**src/rtl/ser_pkg.sv**
```systemverilog
// Shared FSM state type, width defaults and counter sizing for tap_serializer.
package ser_pkg;

  typedef enum logic [1:0] {
    IDLE  = 2'd0,
    SHIFT = 2'd1,
    GAP   = 2'd2
  } ser_state_t;

  localparam int SER_WIDTH_DEF = 8;
  localparam int SER_GAP_MAX   = 15;

  // One counter serves both the bit count and the gap count, so it must hold either range.
  function automatic int ser_cnt_width(input int width);
    int bw;
    int gw;
    bw = $clog2(width + 1);
    gw = $clog2(SER_GAP_MAX + 1);
    return (bw > gw) ? bw : gw;
  endfunction

endpackage

```
**src/rtl/ser_bitcnt.sv**
```systemverilog
// Loadable down-counter shared by the frame bit count and the inter-frame gap count.
module ser_bitcnt import ser_pkg::*; #(
  parameter int CW = $clog2(SER_GAP_MAX + 1)
) (
  input  logic          clk,
  input  logic          rst_n,
  input  logic          load,
  input  logic [CW-1:0] load_val,
  input  logic          dec,
  output logic [CW-1:0] cnt,
  output logic          zero
);

  logic [CW-1:0] cnt_reg;

  always_ff @(posedge clk or negedge rst_n) begin
    if (!rst_n) begin
      cnt_reg <= '0;
    end else if (load) begin
      cnt_reg <= load_val;
    end else if (dec && (cnt_reg != '0)) begin
      cnt_reg <= cnt_reg - CW'(1);
    end
  end

  assign cnt  = cnt_reg;
  assign zero = (cnt_reg == '0);

endmodule

```
**src/rtl/tap_serializer.sv**
```systemverilog
// Parallel-to-serial front end for a tapped delay line, MSB first, optional idle gap.
// Define SER_PARITY_EN to append an even-parity bit to every frame.
module tap_serializer import ser_pkg::*; #(
  parameter int WIDTH = SER_WIDTH_DEF,
  parameter int GAP   = 0
) (
  input  logic             clk,
  input  logic             rst_n,
  input  logic [WIDTH-1:0] din,
  input  logic             din_valid,
  output logic             din_ready,
  output logic             sout,
  output logic             sout_valid,
  output logic             frame_start
);

`ifdef SER_PARITY_EN
  localparam int PAR_BITS = 1;
`else
  localparam int PAR_BITS = 0;
`endif

  localparam int            CW         = ser_cnt_width(WIDTH);
  localparam logic [CW-1:0] FRAME_LOAD = CW'(WIDTH + PAR_BITS - 1);
  localparam logic [CW-1:0] GAP_LOAD   = CW'((GAP > 0) ? (GAP - 1) : 0);

  ser_state_t       state_reg, state_next;
  logic [WIDTH-1:0] shreg_reg;
  logic [CW-1:0]    cnt;
  logic             cnt_zero;
  logic             cnt_load;
  logic [CW-1:0]    cnt_load_val;
  logic             transfer;
  logic             data_bit;

  // Counter holds cycles remaining minus one, so zero marks the last cycle of a phase.
  ser_bitcnt #(.CW(CW)) u_bitcnt (
    .clk      (clk),
    .rst_n    (rst_n),
    .load     (cnt_load),
    .load_val (cnt_load_val),
    .dec      (state_reg != IDLE),
    .cnt      (cnt),
    .zero     (cnt_zero)
  );

  assign din_ready = (state_reg == IDLE) || ((GAP == 0) && (state_reg == SHIFT) && cnt_zero);
  assign transfer  = din_valid && din_ready;

  always_ff @(posedge clk or negedge rst_n) begin
    if (!rst_n) begin
      state_reg <= IDLE;
    end else begin
      state_reg <= state_next;
    end
  end

  always_comb begin
    state_next   = state_reg;
    cnt_load     = 1'b0;
    cnt_load_val = FRAME_LOAD;
    case (state_reg)
      IDLE: begin
        if (transfer) begin
          state_next = SHIFT;
          cnt_load   = 1'b1;
        end
      end
      SHIFT: begin
        if (cnt_zero) begin
          if (GAP > 0) begin
            state_next   = ser_pkg::GAP;
            cnt_load     = 1'b1;
            cnt_load_val = GAP_LOAD;
          end else if (transfer) begin
            cnt_load = 1'b1;
          end else begin
            state_next = IDLE;
          end
        end
      end
      ser_pkg::GAP: begin
        if (cnt_zero) begin
          state_next = IDLE;
        end
      end
      default: state_next = IDLE;
    endcase
  end

  always_ff @(posedge clk or negedge rst_n) begin
    if (!rst_n) begin
      shreg_reg <= '0;
    end else if (transfer) begin
      shreg_reg <= din;
    end else if (state_reg == SHIFT) begin
      shreg_reg <= shreg_reg << 1;
    end
  end

`ifdef SER_PARITY_EN
  logic par_reg;

  always_ff @(posedge clk or negedge rst_n) begin
    if (!rst_n) begin
      par_reg <= 1'b0;
    end else if (transfer) begin
      par_reg <= ^din;
    end
  end

  // The final SHIFT cycle carries parity instead of data.
  assign data_bit = cnt_zero ? par_reg : shreg_reg[WIDTH-1];
`else
  assign data_bit = shreg_reg[WIDTH-1];
`endif

  assign sout_valid  = (state_reg == SHIFT);
  assign sout        = sout_valid && data_bit;
  assign frame_start = sout_valid && (cnt == FRAME_LOAD);

endmodule

```
**config.mk**
```make
export PLATFORM = sky130hd
export DESIGN_NAME = tap_serializer
export DESIGN_NICKNAME = d
export VERILOG_FILES = /design/src/rtl/ser_pkg.sv /design/src/rtl/ser_bitcnt.sv /design/src/rtl/tap_serializer.sv
export SDC_FILE = /design/constraint.sdc
export NUM_CORES = 1
export LEC_CHECK = 0
export BUFFER_PORTS_ARGS = -buffer_cell sky130_fd_sc_hd__buf_2
export CELL_PAD_IN_SITES_DETAIL_PLACEMENT = 0
export CELL_PAD_IN_SITES_GLOBAL_PLACEMENT = 2
export CORE_AREA = 2 2 47 49
export CTS_CLUSTER_DIAMETER = 50
export CTS_CLUSTER_SIZE = 16
export DETAILED_ROUTE_END_ITERATION = 7
export DIE_AREA = 0 0 49 51
export HOLD_SLACK_MARGIN = 0.1
export PLACE_DENSITY_LB_ADDON = 0.1
export REMOVE_ABC_BUFFERS = 1
export SLEW_MARGIN = 20
export SYNTH_ARGS = -nofsm -noshare
export SYNTH_HDL_FRONTEND = slang
export SYNTH_SLANG_ARGS = --single-unit
```
**constraint.sdc**
```tcl
create_clock -name clk -period 2 [get_ports clk]
set_input_delay 0.3 -clock clk [delete_from_list [all_inputs] [get_ports clk]]
set_output_delay 0.3 -clock clk [all_outputs]
set_load 0.01 [all_outputs]
```
==> results of run 1 <==
## repair_timing
action	4_1_cts	5_1_grt
hold endpoints to repair	13	0
setup buffers	0	0
hold buffers	1	0
## worst paths after layout
kind                            startpoint         endpoint  slack [ns]
min                                 din[4]     shreg_reg[4]        0.25
max reg2reg                u_bitcnt.cnt[0]     shreg_reg[3]        0.48
max                        u_bitcnt.cnt[0]        din_ready        0.30
min reg2reg                   shreg_reg[0]     shreg_reg[0]        0.50
max in group asynchronous            rst_n  u_bitcnt.cnt[0]        1.33
min in group asynchronous            rst_n     shreg_reg[6]        0.45
## report_power, final
group	total, mW	switching [mW]	leakage, nW	internal, mW
combinational	0.437	0.182	0.219	0.255
sequential	0.475	0.106	0.164	0.369
clock	0.159	0.0822	0.0150	0.0772
total	1.07	0.371	0.397	0.701
## layer usage
metal / track usage (%) / wire length (microns)
met5: 0 / 0
met4: 5.71 / 0
met3: 3.80 / 47
met2: 17.6 / 588
met1: 16.3 / 661
## cells in the final DEF (no fill, tap or decap), types with 2 or more instances in the layout
cell type	netlist	final
buf_2	1	14
dfrtp_1	13	13
and3_1	7	7
a221o_1	7	7
nor2_1	4	4
inv_1	3	3
clkbuf_4	0	3
nand2b_1	2	2
a22o_1	2	2
mux2i_1	2	2
ha_1	2	2
## worst reg2reg max path, cell delays in order (launching register included)
cell	delay [ns]
dfrtp_1	0.41
inv_1	0.06
ha_1	0.26
nand4bb_4	0.15
o21ai_2	0.14
a221o_1	0.39
## area by class of cell
| type | count | area [sq um] | area share [%] |
|---|---|---|---|
| repair buffers | 16 | 87.6 | 11.1 |
| clock buffers | 4 | 26.3 | 3.32 |
| well taps | 28 | 35.0 | 4.43 |
| flip-flops and latches | 13 | 325 | 41.1 |
| inverters | 3 | 11.3 | 1.42 |
| multi-input cells | 37 | 305 | 38.6 |
## cell families (layout without fill, tap and decap cells)
| kind of cell | count (synthesis) | count (layout) | synth area share (%) |
|---|---|---|---|
| AND/OR/NAND/NOR | 19 | 19 | 20.2 |
| buffers and inverters | 5 | 23 | 3.26 |
| adder cells (fa/ha/maj) | 2 | 2 | 3.84 |
| flip-flops | 13 | 13 | 49.9 |
| multiplexers | 3 | 3 | 4.80 |
| AO/OA/AOI/OAI | 13 | 13 | 18.0 |
==> metrics, run 1 <==
GRT Total Usage 12.1%; fmax 0.589 GHz; Area Overhead vs Synth 21.3%; Largest register FFs 8; unrepaired setup endpoints after global routing false; relative slew slack 69.2%; slowest cell on the critical path dfrtp_1; initial DRC count 9; clock tree buffer depth 2; Crit Path Category register to primary output; period utilization 84.9%; Post-Syn Area 652 sq um; fin area 791 sq um; Cell variety after synth 22; core footprint 0.00206 sq mm; DRC errors left 0; clk root buf clkbuf_4; worst path arrival time 1.40 ns; Final Wtd Congestion 0.730; Initial Utilization 31.6%; # fillers 226; Crit path largest cell delay 0.42 ns; synthesized flop and latch total 13; Least-Margin Pin Slew 0.462 ns; Main synth FF type dfrtp_1; first-pass GRT wire length 2230 microns; Num CTS Buffers 3; count of pins over their slew limit 0; drt wl/cell 12.8 microns; H-tree depth 1; Final Hold Viols 0; final core occ 38.3%; CTS Sinks 13; Max Cap Viol 0; Worst Path Buf+Inv 2; clock-pin slew on the worst setup and hold paths 0.08 ns; mean area per synthesized cell 11.9 sq um; Place WS 0.462 ns; num rows 17; CP Cell Sequence inv_1 -> ha_1 -> nand2b_1 -> o21ai_1 -> buf_2; Post-DP Area 754 sq um; die footprint 0.00250 sq mm; post-synth top area share 49.9%; Crit. End Element primary output; CP Depth 5; worst path required time 1.70 ns; Worst-Skew Late Latency 0.27 ns; pwr dens 1350 mW/mm^2; Die H 51 microns; min Tclk post-route 1.70 ns; Synth top cells by count dfrtp_1, a221o_1, and3_1; vias in the first global route 490; Placed Cells 96; global route overflow 0; Power Total 1.07 mW; I/O pin cnt 15; CTS tree yes; Synth area leaders dfrtp_1, a221o_1, and3_1; Worst Hold Path Cells 2; largest net degree at the start of global routing 17; R2R depth 5; antenna violations before repair 0; asr flop ratio synth 100%; Post-DRT Antenna Nets 0; Non-Filler Instances 101; min-delay worst type primary input to register; share of layout cells above drive strength 1 31.5%; DR vias 493; worst hold slack 0.253 ns; final wirelength 1300 microns; EDFF count, synth 0; vias per cell 4.88; post-CTS sizing 0; Layout Nets 87; setup TNS 0 ns; DR pass1 iterations 4; Leakage Power 0.397 nW; Top delay family on crit path flip-flops; synth warn 0; crit start category register; status finished clean; Seq/Total Area, Yosys 49.9%; IO buf count 14; Peak supply drop 730 uV; clock skew 0.00175 ns; maximum net fanout on the critical path 5; cell taking the most area after synthesis dfrtp_1; top-count cell post-synth dfrtp_1; diodes inserted 0; Die X 49 microns; Final Setup Violations 0; Final Worst Setup Slack 0.302 ns; Syn Inst Count 55
(Power assumes the default switching activity.)
==> run 2: changes to the inputs <==
- CORE_AREA: 2 2 47 49 -> 2 2 51 53
- DIE_AREA: 0 0 49 51 -> 0 0 53 55
- clock period: 2 -> 1.5 ns (I/O delays scaled with it)
==> metrics, run 2 (synthesis gave the netlist of run 1 again) <==
Max Cap Viol 0; die footprint 0.00292 sq mm; share of layout cells above drive strength 1 44.3%; Final Setup Violations 0; FF-to-FF End u_bitcnt.cnt[3]; crit start category register; Crit. End Element primary output; global route overflow 0; Die H 55 microns; GRT Total Usage 12.8%; core footprint 0.00236 sq mm; DRC errors left 0; I/O pin cnt 15; Num CTS Buffers 3; WL met2 711 microns; diodes inserted 0; Die X 53 microns; CTS tree yes; worst path required time 1.27 ns; antenna violations before repair 0; min-delay worst type primary input to register; Place WS 0.0478 ns; # fillers 253; sw frac 34.9%; Final Hold Viols 0; fin area 885 sq um; most frequent cells in the layout buf_2, dfrtp_1, and3_1, a221o_1, buf_4; H-tree depth 1; clock tree buffer depth 2; status finished clean; worst reg-to-reg setup slack 0.07 ns; largest net degree at the start of global routing 14; Worst Hold Path Cells 2; Post-DP Area 787 sq um; Worst-Skew Late Latency 0.27 ns; Peak supply drop 790 uV; maximum net fanout on the critical path 3; Non-Filler Instances 109; Area Overhead vs Synth 35.7%; worst reg2reg path startpoint u_bitcnt.cnt[1]; Least-Margin Pin Slew 0.401 ns; top routing layer in use met3; IO buf count 14; Layout Nets 93; worst path arrival time 1.27 ns; DR pass1 iterations 4; DRT met1 WL 715 microns; CTS Sinks 13; Final Worst Setup Slack 0.00532 ns; NetSw 585 uW; clock share of power 12.6%; Largest register FFs 8; count of pins over their slew limit 0; pwr dens 1890 mW/mm^2; Crit Path Category register to primary output; Final Wtd Congestion 0.709; R2R depth 4; WL met3 76 microns; min Tclk post-route 1.49 ns; Initial Utilization 27.6%; Placed Cells 102; Flop pwr share 35.8%; num rows 18; initial DRC count 6; Multi-input gate area 342 sq um; DP HPWL 1050 microns; worst hold endpoint shreg_reg[7]; Leakage Power 0.433 nW; clock-pin slew on the worst setup and hold paths 0.08 ns; clk root buf clkbuf_4; fmax 0.669 GHz; Post-DRT Antenna Nets 0; final wirelength 1500 microns; Internal 1.09 mW; vias in the first global route 548; register cell area after layout 325 sq um; unrepaired setup endpoints after global routing true; relative slew slack 73.3%; period utilization 99.6%; Power Total 1.67 mW; Comb pwr share 51.6%; clock skew 0.000981 ns; first-pass GRT wire length 2650 microns; drt wl/cell 13.8 microns; vias per cell 4.79; DR vias 522; hold_sp din[7]
[run 2: through the flow]
stage               utilization, %  TNS [ns]  hold WS [ns]
finish                        37.4         0         0.190
CTS                           36.8  -0.00438         0.183
global placement              33.3         0         0.135
detailed placement            33.3         0         0.134
floorplan                        -         0       -0.0706
global route                  37.4    -0.156         0.178
[run 2: power by group through the flow]
stage                     Combinational, mW  Sequential, mW  Clock [mW]
after CTS                             0.823           0.593       0.225
after floorplan                       0.441           0.602           0
after detailed placement              0.720           0.592           0
after global routing                  0.963           0.627       0.252
final                                 0.865           0.599       0.211
after global placement                0.716           0.601           0
[run 2: cell type report]
type,instances,share of cell area [%]
inverter,3,1.27
sequential,13,36.8
timing repair buffer,22,16.1
multi-input combinational,37,38.6
clock buffer,4,2.97
tap,30,4.24
[run 2: timing repair]
action / 4_1_cts / 5_1_grt
hold buffers: 1 / 0
hold endpoints to repair: 13 / 0
resized for setup: 8 / 2
pin swaps: 0 / 2
buffers inserted: 1 / 1
setup endpoints to repair: 2 / 2
[run 2: per-layer routing]
metal	up-vias	track usage, %
met2	18	20.0
met5	-	0
li1	257	-
met3	0	2.42
met1	247	17.6
met4	0	5.13
[run 2: worst max path at each step]
stage / startpoint / to / slack (ns) / cells past startpoint
6_report: u_bitcnt.cnt[0] / frame_start / 0.005 / 4
3_5_place_dp: u_bitcnt.cnt[0] / shreg_reg[5] / 0.05 / 5
3_3_place_gp: u_bitcnt.cnt[1] / shreg_reg[2] / 0.05 / 5
4_1_cts: u_bitcnt.cnt[0] / din_ready / -0.004 / 5
2_1_floorplan: u_bitcnt.cnt[0] / u_bitcnt.cnt[0] / 0.08 / 5
5_1_grt: u_bitcnt.cnt[0] / din_ready / -0.09 / 5
[run 2: critical path: stages, from the launching register on]
cell,delay [ns]
dfrtp_1,0.41
buf_6,0.14
ha_4,0.14
and4b_2,0.20
buf_6,0.12
